--- config.mk ---
export PLATFORM = sky130hd
export DESIGN_NAME = id_symbol_tx
export DESIGN_NICKNAME = d
export VERILOG_FILES = /design/src/rtl/id_symbol_tx.sv
export SDC_FILE = /design/constraint.sdc
export NUM_CORES = 1
export LEC_CHECK = 0
export ABC_CLOCK_PERIOD_IN_PS = 5300
export BUFFER_PORTS_ARGS = -buffer_cell sky130_fd_sc_hd__buf_2
export CAP_MARGIN = 20
export CORE_MARGIN = 2
export CORE_UTILIZATION = 45
export CTS_BUF_LIST = sky130_fd_sc_hd__clkbuf_16
export DETAILED_ROUTE_END_ITERATION = 8
export HOLD_SLACK_MARGIN = 0.06
export PLACE_DENSITY = 0.7
export SKIP_LAST_GASP = 1
export SYNTH_ARGS = -nofsm -noshare
export SYNTH_HDL_FRONTEND = slang
export SYNTH_SLANG_ARGS = --single-unit
export TNS_END_PERCENT = 100
--- constraint.sdc ---
create_clock -name clk -period 5.3 [get_ports clk]
set_input_delay 0.265 -clock clk [delete_from_list [all_inputs] [get_ports clk]]
set_output_delay 0.265 -clock clk [all_outputs]
set_load 0.02 [all_outputs]
--- src/rtl/id_symbol_tx.sv ---
// Serializes a captured ID MSB-first into 2-bit symbols, each held HOLD clocks.
// Optional trailing checksum symbol (sum of data symbols mod 4) when SEQ_CHECKSUM_EN is defined.
module id_symbol_tx #(
  parameter int ID_W = 18,
  parameter int HOLD = 2
) (
  input  logic                           clk,
  input  logic                           res,
  input  logic                           start,
  input  logic                           abort,
  input  logic [ID_W-1:0]                id_in,
  output logic [1:0]                     a_out,
  output logic                           a_valid,
  output logic                           busy,
  output logic                           done,
  output logic [$clog2(ID_W/2+2)-1:0]    sym_idx
);
  localparam int NSYM = ID_W / 2;
  localparam int SW   = $clog2(NSYM + 2);
  localparam int CW   = (HOLD > 1) ? $clog2(HOLD) : 1;
  localparam logic [CW-1:0] HLAST = CW'(HOLD - 1);
  localparam logic [SW-1:0] SLAST = SW'(NSYM - 1);

  typedef enum logic [1:0] {IDLE, SEND, CHK, DONE} state_t;

  state_t          state, state_n;
  logic [ID_W-1:0] sr, sr_n, sr_sh;
  logic [CW-1:0]   cnt, cnt_n;
  logic [SW-1:0]   sym_n;
  logic [1:0]      a_n;
  logic            v_n, b_n, done_n;
`ifdef SEQ_CHECKSUM_EN
  logic [1:0]      csum, csum_n;
`endif

  always_ff @(posedge clk or negedge res) begin
    if (!res) begin
      state   <= IDLE;
      sr      <= '0;
      cnt     <= '0;
      sym_idx <= '0;
      a_out   <= '0;
      a_valid <= 1'b0;
      busy    <= 1'b0;
      done    <= 1'b0;
`ifdef SEQ_CHECKSUM_EN
      csum    <= '0;
`endif
    end else begin
      state   <= state_n;
      sr      <= sr_n;
      cnt     <= cnt_n;
      sym_idx <= sym_n;
      a_out   <= a_n;
      a_valid <= v_n;
      busy    <= b_n;
      done    <= done_n;
`ifdef SEQ_CHECKSUM_EN
      csum    <= csum_n;
`endif
    end
  end

  always_comb begin
    state_n = state;
    sr_n    = sr;
    cnt_n   = cnt;
    sym_n   = sym_idx;
    a_n     = a_out;
    v_n     = a_valid;
    b_n     = busy;
    done_n  = 1'b0;
    sr_sh   = sr << 2;
`ifdef SEQ_CHECKSUM_EN
    csum_n  = csum;
`endif
    case (state)
      IDLE: if (start) begin
        state_n = SEND;
        sr_n    = id_in;
        cnt_n   = '0;
        sym_n   = '0;
        a_n     = id_in[ID_W-1 -: 2];
        v_n     = 1'b1;
        b_n     = 1'b1;
`ifdef SEQ_CHECKSUM_EN
        csum_n  = id_in[ID_W-1 -: 2];
`endif
      end
      SEND, CHK: begin
        // abort wins over any symbol advance
        if (abort) begin
          state_n = IDLE;
          cnt_n   = '0;
          sym_n   = '0;
          a_n     = '0;
          v_n     = 1'b0;
          b_n     = 1'b0;
        end else if (cnt != HLAST) begin
          cnt_n = cnt + CW'(1);
        end else begin
          cnt_n = '0;
          if (state == SEND && sym_idx != SLAST) begin
            sr_n  = sr_sh;
            sym_n = sym_idx + SW'(1);
            a_n   = sr_sh[ID_W-1 -: 2];
`ifdef SEQ_CHECKSUM_EN
            csum_n = csum + sr_sh[ID_W-1 -: 2];
`endif
          end else begin
`ifdef SEQ_CHECKSUM_EN
            if (state == SEND) begin
              state_n = CHK;
              sym_n   = SW'(NSYM);
              a_n     = csum;
            end else begin
`endif
              state_n = DONE;
              sym_n   = '0;
              a_n     = '0;
              v_n     = 1'b0;
              b_n     = 1'b0;
              done_n  = 1'b1;
`ifdef SEQ_CHECKSUM_EN
            end
`endif
          end
        end
      end
      DONE:    state_n = IDLE;
      default: state_n = IDLE;
    endcase
  end
endmodule

; Word level (Yosys, flattened, before mapping)
; Cells that the tools add are included.
[totals]
register_bits = 27
in_bits = 22
out_inout_bits = 9
wordCells = 61
[op_classes]
addsub = 2
eq_ne = 10
muxes = 33
reduce_logical = 9
[op_table]
columns = cell, n
row1 = $mux 16, 4
row2 = $pmux 16 s2, 1
row3 = $mux 2, 8
row4 = $mux 4, 4
row5 = $mux 1, 11
row6 = $ne 2x2->1 const B, 4
row7 = $pmux 4 s2, 1
row8 = $ne 3x3->1 const B, 2
row9 = $pmux 2 s3, 1
row10 = $reduce_and 3->1, 2
row11 = $reduce_and 5->1, 1
row12 = $add 4x1->4 const B, 1
row13 = $eq 2x2->1 const B, 2
row14 = $ne 4x4->1 const B, 1
row15 = $pmux 1 s2, 2
row16 = $pmux 2 s2, 1
row17 = $reduce_and 4->1, 1
row18 = $eq 2x1->1 const B, 1
row19 = $logic_not 2->1, 1
row20 = $reduce_and 2->1, 1
row21 = $reduce_bool 2->1, 1
row22 = $reduce_or 2->1, 1
row23 = $add 1x1->1 const B, 1
row24 = $logic_and 1x1->1, 1

; Longest topological paths before layout
; Gate-level depths: netlist of run 1.
[logic_depth]
depth_word = 6
ltp_mapped = 8
depth_no_buf = 6

; Worst setup path after synthesis of run 1
; No wires, ideal clock.
[synth_path]
path_type = register to register
startpoint = register state[0]
endpoint = register sr[10]
setup_ps = 137
arrival_time_ps = 1543
required_ps = 5163
setup_slack_ps = 3620
path_stages_with_launch = 9
n_path_buf = 2
period_less_slack_ps = 1680
path_cell_list = dfrtp_1 > inv_1 > ha_1 > buf_4 > inv_1 > nand3_2 > buf_2 > o22ai_1 > a21oi_1
[synth_via]
elab_chain_len = 4
word_cells_on_any_way = 12
cone_classes = eq/ne (6) / mux (1) / reduce/logical (5)
[synth_rtl]
columns = item, line_no
row1 = start: declaration, 26  ; state_t state, state_n;
row2 = start signal: assignment, 50  ; state <= state_n;
row3 = $eq 2x1->1 / $eq 2x2->1 (equally long branches), "77, 103"
row4 = $reduce_or 2->1 / $logic_and 1x1->1 (equally long branches), "77, 103"
row5 = $ne 2x2->1 (no source line) / $reduce_bool 2->1 (equally long branches), --
row6 = $reduce_and 5->1 (no source line), --
row7 = end signal: assignment, 51  ; sr <= sr_n;
row8 = end: declaration, 27  ; logic [ID_W-1:0] sr, sr_n, sr_sh;
; Several ways; a longest one is shown, not always the timed one.
; A chain may end at the register's enable or synchronous reset.

; Final worst setup path of run 1
[layout_path]
startpoint = register state[0]
endpoint = register sr[9]
; Same word-level chain as after synthesis.

==> flow_summary.yaml, run 1 <==
status:
  status: "completed"
layout:
  diodes: 0
  mostFrequentLayoutCells: "buf_2 (30), dfrtp_1 (27), o22ai_1 (26)"
  area_growth_pct: 14.9
  final_nets: 200
  post-route-util_pct: 55.2
  drive_gt1_share_pct: 24.4
  final_common_cell: "buf_2"
  layout.cells.non_filler: 216
  num-fill-cells: 296
yosys:
  synthAdderAreaFrac_pct: 4.23
  synth_nets: 174
  synthCells: 147
  synth_mux_area_share_pct: 3.30
  yosysWarnings: 0
  synth-xor-area-share_pct: 0
  synth_compound_area_share_pct: 27.4
  ys_types: 37
  synth.avg_cell_area_um2: 10.1
  synth_seq_cells: 27
  synth_top_family_by_area: "compound AO/OA/AOI/OAI gates"
  synth_area_leaders: "dfrtp_1 (46%), o22ai_1 (11%), a21oi_1 (6.1%)"
  synth_top_area_share_pct: 45.7
  synth-simple-area-share_pct: 12.0
  synth_area_mm2: 0.00148
  yosys.area.top_type: "dfrtp_1"
  seq_area_frac_synth_pct: 45.7
detailed_routing:
  drc: 0
  vias: 1263
  drt_iter0_markers: 110
  wire_per_inst_um: 14.9
  ant_nets: 0
  via_per_inst: 5.85
  routed_wl_mm: 3.21
  firstDrtPassIters: 4
power_and_ir_drop:
  seqPwrFrac_pct: 34.9
  leakage_nw: 0.757
  worst_ir_drop_vdd_mv: 0.354
  swShare_pct: 41.8
  switchingPower_w: 0.000437
  p_per_area_mw_per_mm2: 616
  power_w: 0.00105
  internal-power_w: 0.000608
  comb_power_share_pct: 48.2
  p_clk_share_pct: 16.9
sta:
  fmax_ghz: 0.425
  finalHoldViolCount: 0
  rsz0062_at_grt: "false"
  fin_crit_ns: 2.35
  relSlewSlack_pct: 51.7
  skew_ns: 0.00501
  worstMarginPinSlew_ns: 0.725
  period_share_pct: 44.4
  worst_slack_ns: 2.95
  slew_violations: 0
  fin_setup_tns_ns: 0
  setup_viol: 0
placed_design:
  place_ws_ns: 2.96
  globalplace.congestion: 0.783
  dp_cells: 211
  port_buffers: 30
  dp_hpwl_mm: 2.27
clock_tree:
  cts_buffers: 3
  cts.repair.resized: 0
  clockBufferDepth: 2
  clk-insertion-delay-late_ns: 0.27
  root_buffer: "clkbuf_16"
  clk_pin_slew_worst_paths_ns: 0.07
  clock-sinks: 27
  htree_levels: 1
  cts_tree: "built"
worst_setup_path:
  max_stage_delay_ns: 0.76
  crit_buf_inv: 1
  crit_chain: "inv_1 > ha_1 > mux2_4 > nand3_2 > o22ai_1 > a21oi_1"
  crit_type: "flip-flop to flip-flop"
  reg2reg_depth: 6
  worstSetupEndpointType: "flip-flop"
  critPathRequiredTime_ns: 5.41
  cp.depth: 6
  critPathTopFamily: "adder cells"
  slowest_stage: "ha_1"
  critical_path.startpoint_type: "flip-flop"
  path_max_fanout: 22
  worstPathArrival_ns: 2.47
floorplan:
  core_mm2: 0.00308
  placementRows: 20
  initial_utilization_pct: 48.0
  dieArea_mm2: 0.00376
  io_pins: 31
  die_y_um: 61.3
  die_x_um: 61.3
global_routing:
  grt_usage_pct: 19.5
  grt.overflow.total: 0
  grt_pass1_wl_mm: 5.46
  grt_pass1_vias: 1306
  antenna_found_initial: 0
  grt_max_degree: 28
worst_hold_path:
  hp-class: "input pin to flip-flop"
  min_path_cells: 2
run:
  max_cap_viol_count: 0
==> synth_stat cells <==
cell type	n
a221o_1	2
mux2i_4	1
o21ai_1	1
a41o_1	1
ha_1	5
buf_2	2
and3_4	1
inv_1	8
mux2_2	1
dfrtp_1	27
nand3_2	2
o21a_1	1
o22a_1	1
a22o_1	2
nand3b_1	1
nand2b_1	4
buf_6	4
o21ai_0	8
nor4b_1	1
a21boi_0	1
and2_4	1
and2_1	1
nor2_2	1
o2bb2ai_1	2
buf_4	2
and3b_1	1
a31oi_1	3
and2b_1	1
a21oi_1	18
mux2_4	1
clkbuf_1	2
nor2b_1	3
nand2_1	3
nor3b_1	1
nand3_1	3
nor2_1	4
o22ai_1	26
==> path summary, 6_finish.rpt <==
| path | from | endpoint | slack (ns) |
|---|---|---|---|
| setup / recovery | state[0] | sr[9] | 2.95 |
| max in group asynchronous | res | a_out[0] | 4.36 |
| setup reg to reg | state[0] | sr[9] | 2.95 |
| min in group asynchronous | res | sr[0] | 0.54 |
| hold reg to reg | a_out[0] | a_out[0] | 0.51 |
| hold / removal | abort | done | 0.21 |
==> worst reg2reg max path, stage by stage (launching register included) <==
cell	delay, ns
dfrtp_1	0.40
inv_1	0.06
ha_1	0.76
mux2_4	0.41
nand3_2	0.27
o22ai_1	0.21
a21oi_1	0.10
==> cell type report <==
cell class / count / area (µm²) / share of cell area [%]
clock inverter: 1 / 7.51 / 0.442
tap: 44 / 55.1 / 3.24
inverter: 8 / 30.0 / 1.77
clock buffer: 3 / 75.1 / 4.42
timing repair buffer: 31 / 160 / 9.43
multi-input combinational: 102 / 694 / 40.9
sequential: 27 / 676 / 39.8
==> registers in the layout (all words and copies together), names as in the netlist <==
register,cells
state,2
a_out,2
busy,1
done,1
sym_idx,4
cnt,1
sr,16
==> cells by family (layout without fill, tap and decap cells) <==
family / after synthesis / in the layout
fa+ha+maj: 5 / 5
mux: 3 / 3
flops: 27 / 27
compound gates: 66 / 66
simple gates: 28 / 28
buf+inv: 18 / 43
==> per-layer routing <==
layer | part of all wire [%] | GRT usage, %
met5 | 0 | 0
met4 | 1.7 | 9.94
met3 | 5.8 | 3.99
met2 | 50 | 32.7
met1 | 43 | 23.8
==> power groups by stage <==
stage	Combinational, W	Sequential, W	Clock, W
floorplan	0.000418	0.000362	0
global placement	0.000482	0.000360	0
detailed placement	0.000499	0.000367	0
CTS	0.000504	0.000363	0.000180
global route	0.000563	0.000377	0.000189
finish	0.000504	0.000365	0.000177
==> timing repair <==
item / 4_1_cts / 5_1_grt
hold buffers: 1 / 0
buffers inserted: 0 / 0
hold endpoints to repair: 27 / 0
==> metrics by stage <==
step | hold slack [ns] | instance area [µm²]
after global routing | 0.209 | 1700
after global placement | 0.307 | 1610
after CTS | 0.203 | 1700
after floorplan | -0.0306 | 1480
after detailed placement | 0.307 | 1610
final | 0.207 | 1700
No activity file was read; power rests on OpenSTA's default activity.
==> run 2: changes to the inputs <==
ABC_CLOCK_PERIOD_IN_PS = 1970   (was 5300)
PLACE_DENSITY = 0.72   (was 0.7)
clock period = 1.97 ns   (was 5.3 ns; I/O delays follow)
==> run 2 against run 1 <==
  * Critical path depth unchanged
  * Wire length down 0.12%
  * Fmax up 31%
  * Clock power rose to 2.6 times the previous value
  * Sequential share of layout area down 1.4 points
  * Cell count up 3.7%
  * Sequential power rose to 2.6 times the previous value
  * Flip-flop and latch count unchanged
  * Via count down 0.48%
  * Global-route usage down 0.24 points
  * First-iteration DRC count down 49%
  * Critical path type unchanged
==> flow_summary.yaml, run 2 (synthesized netlist as in run 1, its figures left out) <==
status:
  status: "completed"
clock_tree:
  htree_levels: 1
  clk-insertion-delay-late_ns: 0.26
  clk_pin_slew_worst_paths_ns: 0.07
  clock-sinks: 27
  cts_tree: "built"
  root_buffer: "clkbuf_16"
  clockBufferDepth: 2
  cts_buffers: 3
sta:
  relSlewSlack_pct: 60.1
  timing.hold.ws_ns: 0.0983
  fmax_ghz: 0.556
  rsz0062_at_grt: "false"
  finalHoldViolCount: 0
  slew_violations: 0
  fin_setup_tns_ns: 0
  skew_ns: 0.00204
  setup_viol: 0
  fin_crit_ns: 1.80
  worstMarginPinSlew_ns: 0.598
  worst_slack_ns: 0.171
  period_share_pct: 91.3
floorplan:
  die_y_um: 61.3
  core_mm2: 0.00308
  initial_utilization_pct: 48.0
  dieArea_mm2: 0.00376
  die_x_um: 61.3
  io_pins: 31
  placementRows: 20
placed_design:
  port_buffers: 30
  place_ws_ns: 0.0914
  dp_hpwl_mm: 2.33
  globalplace.congestion: 0.860
worst_setup_path:
  critPathTopFamily: "adder cells"
  slowest_stage: "ha_2"
  crit_chain: "inv_1 > ha_2 > mux2_4 > nand3_2 > o22ai_1 > a21oi_1"
  reg2reg_depth: 6
  critical_path.startpoint_type: "flip-flop"
  crit_buf_inv: 1
  crit-reg2reg-capture: "sr[15]"
  worstPathArrival_ns: 1.94
  reg2reg_slack_ns: 0.17
  crit_type: "flip-flop to flip-flop"
  worstSetupEndpointType: "flip-flop"
  critPathRequiredTime_ns: 2.12
  max_stage_delay_ns: 0.43
  path_max_fanout: 13
  r2r_start: "state[0]"
detailed_routing:
  firstDrtPassIters: 4
  drt_iter0_markers: 56
  ant_nets: 0
  vias: 1257
  via_per_inst: 5.61
  wire_per_inst_um: 14.3
  routed_wl_mm: 3.21
  drc: 0
global_routing:
  grt_pass1_vias: 1213
  grt_pass1_wl_mm: 5.37
  antenna_found_initial: 0
  grt.overflow.total: 0
  grt_usage_pct: 19.3
  grt_max_degree: 28
layout:
  mostFrequentLayoutCells: "buf_2 (30), dfrtp_1 (27), o22ai_1 (26)"
  area_growth_pct: 19.1
  multi_input_area_um2: 697
  largest_register_ffs: 16
  num-fill-cells: 305
  final_nets: 208
  top_regs: "sr (16), sym_idx (4)"
  largest-register: "sr"
  diodes: 0
  drive_gt1_share_pct: 27.8
  final_common_cell: "buf_2"
  seq_area_um2: 676
power_and_ir_drop:
  leakage_nw: 0.799
  p_per_area_mw_per_mm2: 1650
  worst_ir_drop_vdd_mv: 0.685
worst_hold_path:
  hold_path.startpoint: "id_in[12]"
  whs_endpoint: "sr[12]"
  hp-class: "input pin to flip-flop"
  min_path_cells: 3
run:
  max_cap_viol_count: 0
## run 2: cell types whose count changed in the layout (fill, tap and decap cells not counted)
cell           previous run  this run
ha_2                      0         1
ha_1                      5         4
clkinv_2                  0         1
buf_4                     0         7
dlygate4sd3_1             1         2
clkinvlp_4                1         0
## run 2: worst max-delay path by stage
| stage | from | endpoint | slack [ns] | cells past startpoint |
|---|---|---|---|---|
| 3_3_place_gp | state[0] | a_out[1] | 0.17 | 6 |
| 6_report | state[0] | sr[15] | 0.17 | 6 |
| 2_1_floorplan | state[0] | sr[10] | 0.29 | 8 |
| 3_5_place_dp | state[0] | a_out[1] | 0.09 | 6 |
| 4_1_cts | state[0] | a_out[1] | 0.09 | 6 |
| 5_1_grt | state[0] | sr[6] | 0.05 | 6 |
## run 2: cell type report
type                    count  area share, %
clock buffers               3           4.26
clock inverters             1          0.284
inverters                   8           1.71
multi-input cells         102           39.6
flip-flops and latches     27           38.4
well taps                  44           3.13
repair buffers             39           12.7
## run 2: worst reg2reg max path, cell delays in order (launching register included)
cell and delay (ns):
dfrtp_1 0.42, inv_1 0.07, ha_2 0.43, mux2_4 0.20, nand3_2 0.24, o22ai_1 0.23, a21oi_1 0.10
## run 2: timing repair
action                                  CTS  global route
resized for setup                         0             1
hold buffers                              2             0
setup buffers                             0             0
endpoints found under the setup margin    0            11
endpoints found under the hold margin    28             0
## run 2: power breakdown
group          leakage (nW)  total (W)  internal, W  switching, W
Combinational         0.432    0.00149     0.000671      0.000816
Clock                0.0409   0.000464     0.000274      0.000190
Sequential            0.326   0.000961     0.000789      0.000171
Total                 0.799    0.00291      0.00173       0.00118
## run 2: layer usage
layer | up-vias | global-route usage [%] | wire length [µm]
li1 | 617 | - | -
met1 | 599 | 25.2 | 1450
met2 | 34 | 31.5 | 1560
met3 | 7 | 2.73 | 139
met4 | 0 | 9.32 | 64
met5 | - | 0 | 0
## run 2: through the flow
step / instance area, µm² / power [W] / instances / utilization [%]
2_1_floorplan: 1480 / 0.00210 / 147 / -
3_3_place_gp: 1660 / 0.00236 / 218 / 53.9
3_5_place_dp: 1660 / 0.00243 / 218 / 53.9
4_1_cts: 1760 / 0.00290 / 224 / 57.1
5_1_grt: 1760 / 0.00314 / 224 / 57.2
6_report: 1760 / 0.00291 / 224 / 57.2
==> run 3: changes to the inputs <==
--- a/config.mk
+++ b/config.mk
@@ -10,3 +10,3 @@
 export CAP_MARGIN = 20
-export CORE_MARGIN = 2
+export CORE_MARGIN = 1
 export CORE_UTILIZATION = 45
==> constraint.sdc (replaced) <==
create_clock -name clk -period 1.97 [get_ports clk]
set_input_delay 0.394 -clock clk [delete_from_list [all_inputs] [get_ports clk]]
set_output_delay 0.394 -clock clk [all_outputs]
set_load 0.02 [all_outputs]
==> run 3 against run 2 <==
  * Clock-buffer cell count did not move
  * Total power up 1.2%
  * Final area decreased by 0.43%
  * Clock skew about the same
  * Critical endpoint is now sr[9]
  * Critical path type unchanged
==> flow_summary.yaml, run 3 (synthesized netlist as in run 1, its figures left out) <==
placed_design:
  dp_cells: 218
  port_buffers: 30
  dp_hpwl_mm: 2.34
  globalplace.congestion: 0.848
global_routing:
  grt_usage_pct: 20.9
  grt_pass1_vias: 1265
  grt_max_degree: 28
  antenna_found_initial: 0
  grt_pass1_wl_mm: 5.61
  grt.overflow.total: 0
sta:
  rsz0062_at_grt: "false"
  skew_ns: 0.00246
  fmax_ghz: 0.546
  setup_viol: 0
  fin_crit_ns: 1.83
  fin_setup_tns_ns: 0
  slew_violations: 0
  worstMarginPinSlew_ns: 0.607
  finalHoldViolCount: 0
  period_share_pct: 93.0
  relSlewSlack_pct: 59.5
layout:
  largest-register: "sr"
  final_nets: 206
  largest_register_ffs: 16
  mostFrequentLayoutCells: "buf_2 (30), dfrtp_1 (27), o22ai_1 (26)"
  diodes: 0
  drive_gt1_share_pct: 28.1
  layout.cells.non_filler: 222
  area_growth_pct: 18.6
  final_common_cell: "buf_2"
  top_regs: "sr (16), sym_idx (4)"
detailed_routing:
  vias: 1268
  drc: 0
  wire_per_inst_um: 15.0
  routed_wl_mm: 3.34
  drt_iter0_markers: 74
  ant_nets: 0
  via_per_inst: 5.71
  firstDrtPassIters: 4
worst_setup_path:
  reg2reg_slack_ns: 0.14
  path_max_fanout: 10
  slowest_stage: "dfrtp_1"
  worstSetupEndpointType: "flip-flop"
  crit-reg2reg-capture: "sr[9]"
  critical_path.startpoint_type: "flip-flop"
  crit_chain: "inv_1 > ha_1 > and3b_1 > and2_1 > buf_12 > o22ai_1 > a21oi_1"
  endpoint: "sr[9]"
  crit_start: "state[1]"
  worstPathArrival_ns: 2.01
  reg2reg_depth: 7
  critPathRequiredTime_ns: 2.15
  r2r_start: "state[1]"
  crit_type: "flip-flop to flip-flop"
  max_stage_delay_ns: 0.40
clock_tree:
  clockBufferDepth: 2
  cts_tree: "built"
  clock-sinks: 27
  htree_levels: 1
  clk-insertion-delay-late_ns: 0.26
  root_buffer: "clkbuf_16"
  cts_buffers: 3
  clk_pin_slew_worst_paths_ns: 0.07
floorplan:
  die_x_um: 59.3
  initial_utilization_pct: 48.0
  core_mm2: 0.00308
  placementRows: 20
  die_y_um: 59.3
  io_pins: 31
  dieArea_mm2: 0.00352
power_and_ir_drop:
  worst_ir_drop_vdd_mv: 0.880
  p_per_area_mw_per_mm2: 1680
  leakage_nw: 0.792
worst_hold_path:
  hp-class: "input pin to asynchronous set/reset pin"
status:
  status: "completed"
run:
  max_cap_viol_count: 0
==> run 3: cell type report <==
class	instances	area, µm²
inverter	8	30.0
tap	44	55.1
multi-input combinational	102	697
fill	282	1330
clock inverter	1	5.00
timing repair buffer	37	215
clock buffer	3	75.1
sequential	27	676
==> run 3: what timing repair did <==
action | CTS | global route
buffers inserted | 0 | 0
setup endpoints to repair | 0 | 13
hold buffers | 0 | 0
gates resized for setup | 0 | 1
==> run 3: worst min path at each step <==
| stage | start | endpoint | slack (ns) | cells after the start |
|---|---|---|---|---|
| 2_1_floorplan | res | a_out[0] | 0.1 | 0 |
| 3_3_place_gp | res | cnt | 0.44 | 1 |
| 3_5_place_dp | res | cnt | 0.45 | 1 |
| 4_1_cts | res | cnt | 0.16 | 1 |
| 5_1_grt | res | done | 0.20 | 1 |
| 6_report | res | done | 0.14 | 1 |
==> run 3: power breakdown <==
part	internal (W)	switching (W)
clock network	0.000274	0.000194
registers	0.000789	0.000183
logic	0.000682	0.000822
total	0.00175	0.00120
==> run 3: critical path, delay by kind of cell (launching register included) <==
| family | cells | cell delay (ns) |
|---|---|---|
| AND/OR/NAND/NOR | 2 | 0.58 |
| AO/OA/AOI/OAI | 2 | 0.27 |
| adder cells (fa/ha/maj) | 1 | 0.24 |
| flip-flops | 1 | 0.40 |
| buffers and inverters | 2 | 0.27 |
==> run 3: through the flow <==
stage | utilization (%) | area, µm² | total power [W] | setup slack (ns) | hold WS [ns]
4_1_cts | 56.9 | 1750 | 0.00295 | 0.106 | 0.163
5_1_grt | 57.0 | 1750 | 0.00315 | 0.0117 | 0.196
2_1_floorplan | - | 1480 | 0.00210 | 0.290 | 0.0984
3_5_place_dp | 54.3 | 1670 | 0.00246 | 0.131 | 0.446
3_3_place_gp | 54.3 | 1670 | 0.00238 | 0.192 | 0.438
6_report | 57.0 | 1750 | 0.00295 | 0.138 | 0.136
==> run 3: per-layer routing <==
| layer | GRT usage, % | wire [µm] |
|---|---|---|
| met2 | 33.5 | 1670 |
| met1 | 28.6 | 1520 |
| met5 | 0 | 0 |
| met3 | 2.84 | 111 |
| met4 | 8.16 | 36 |
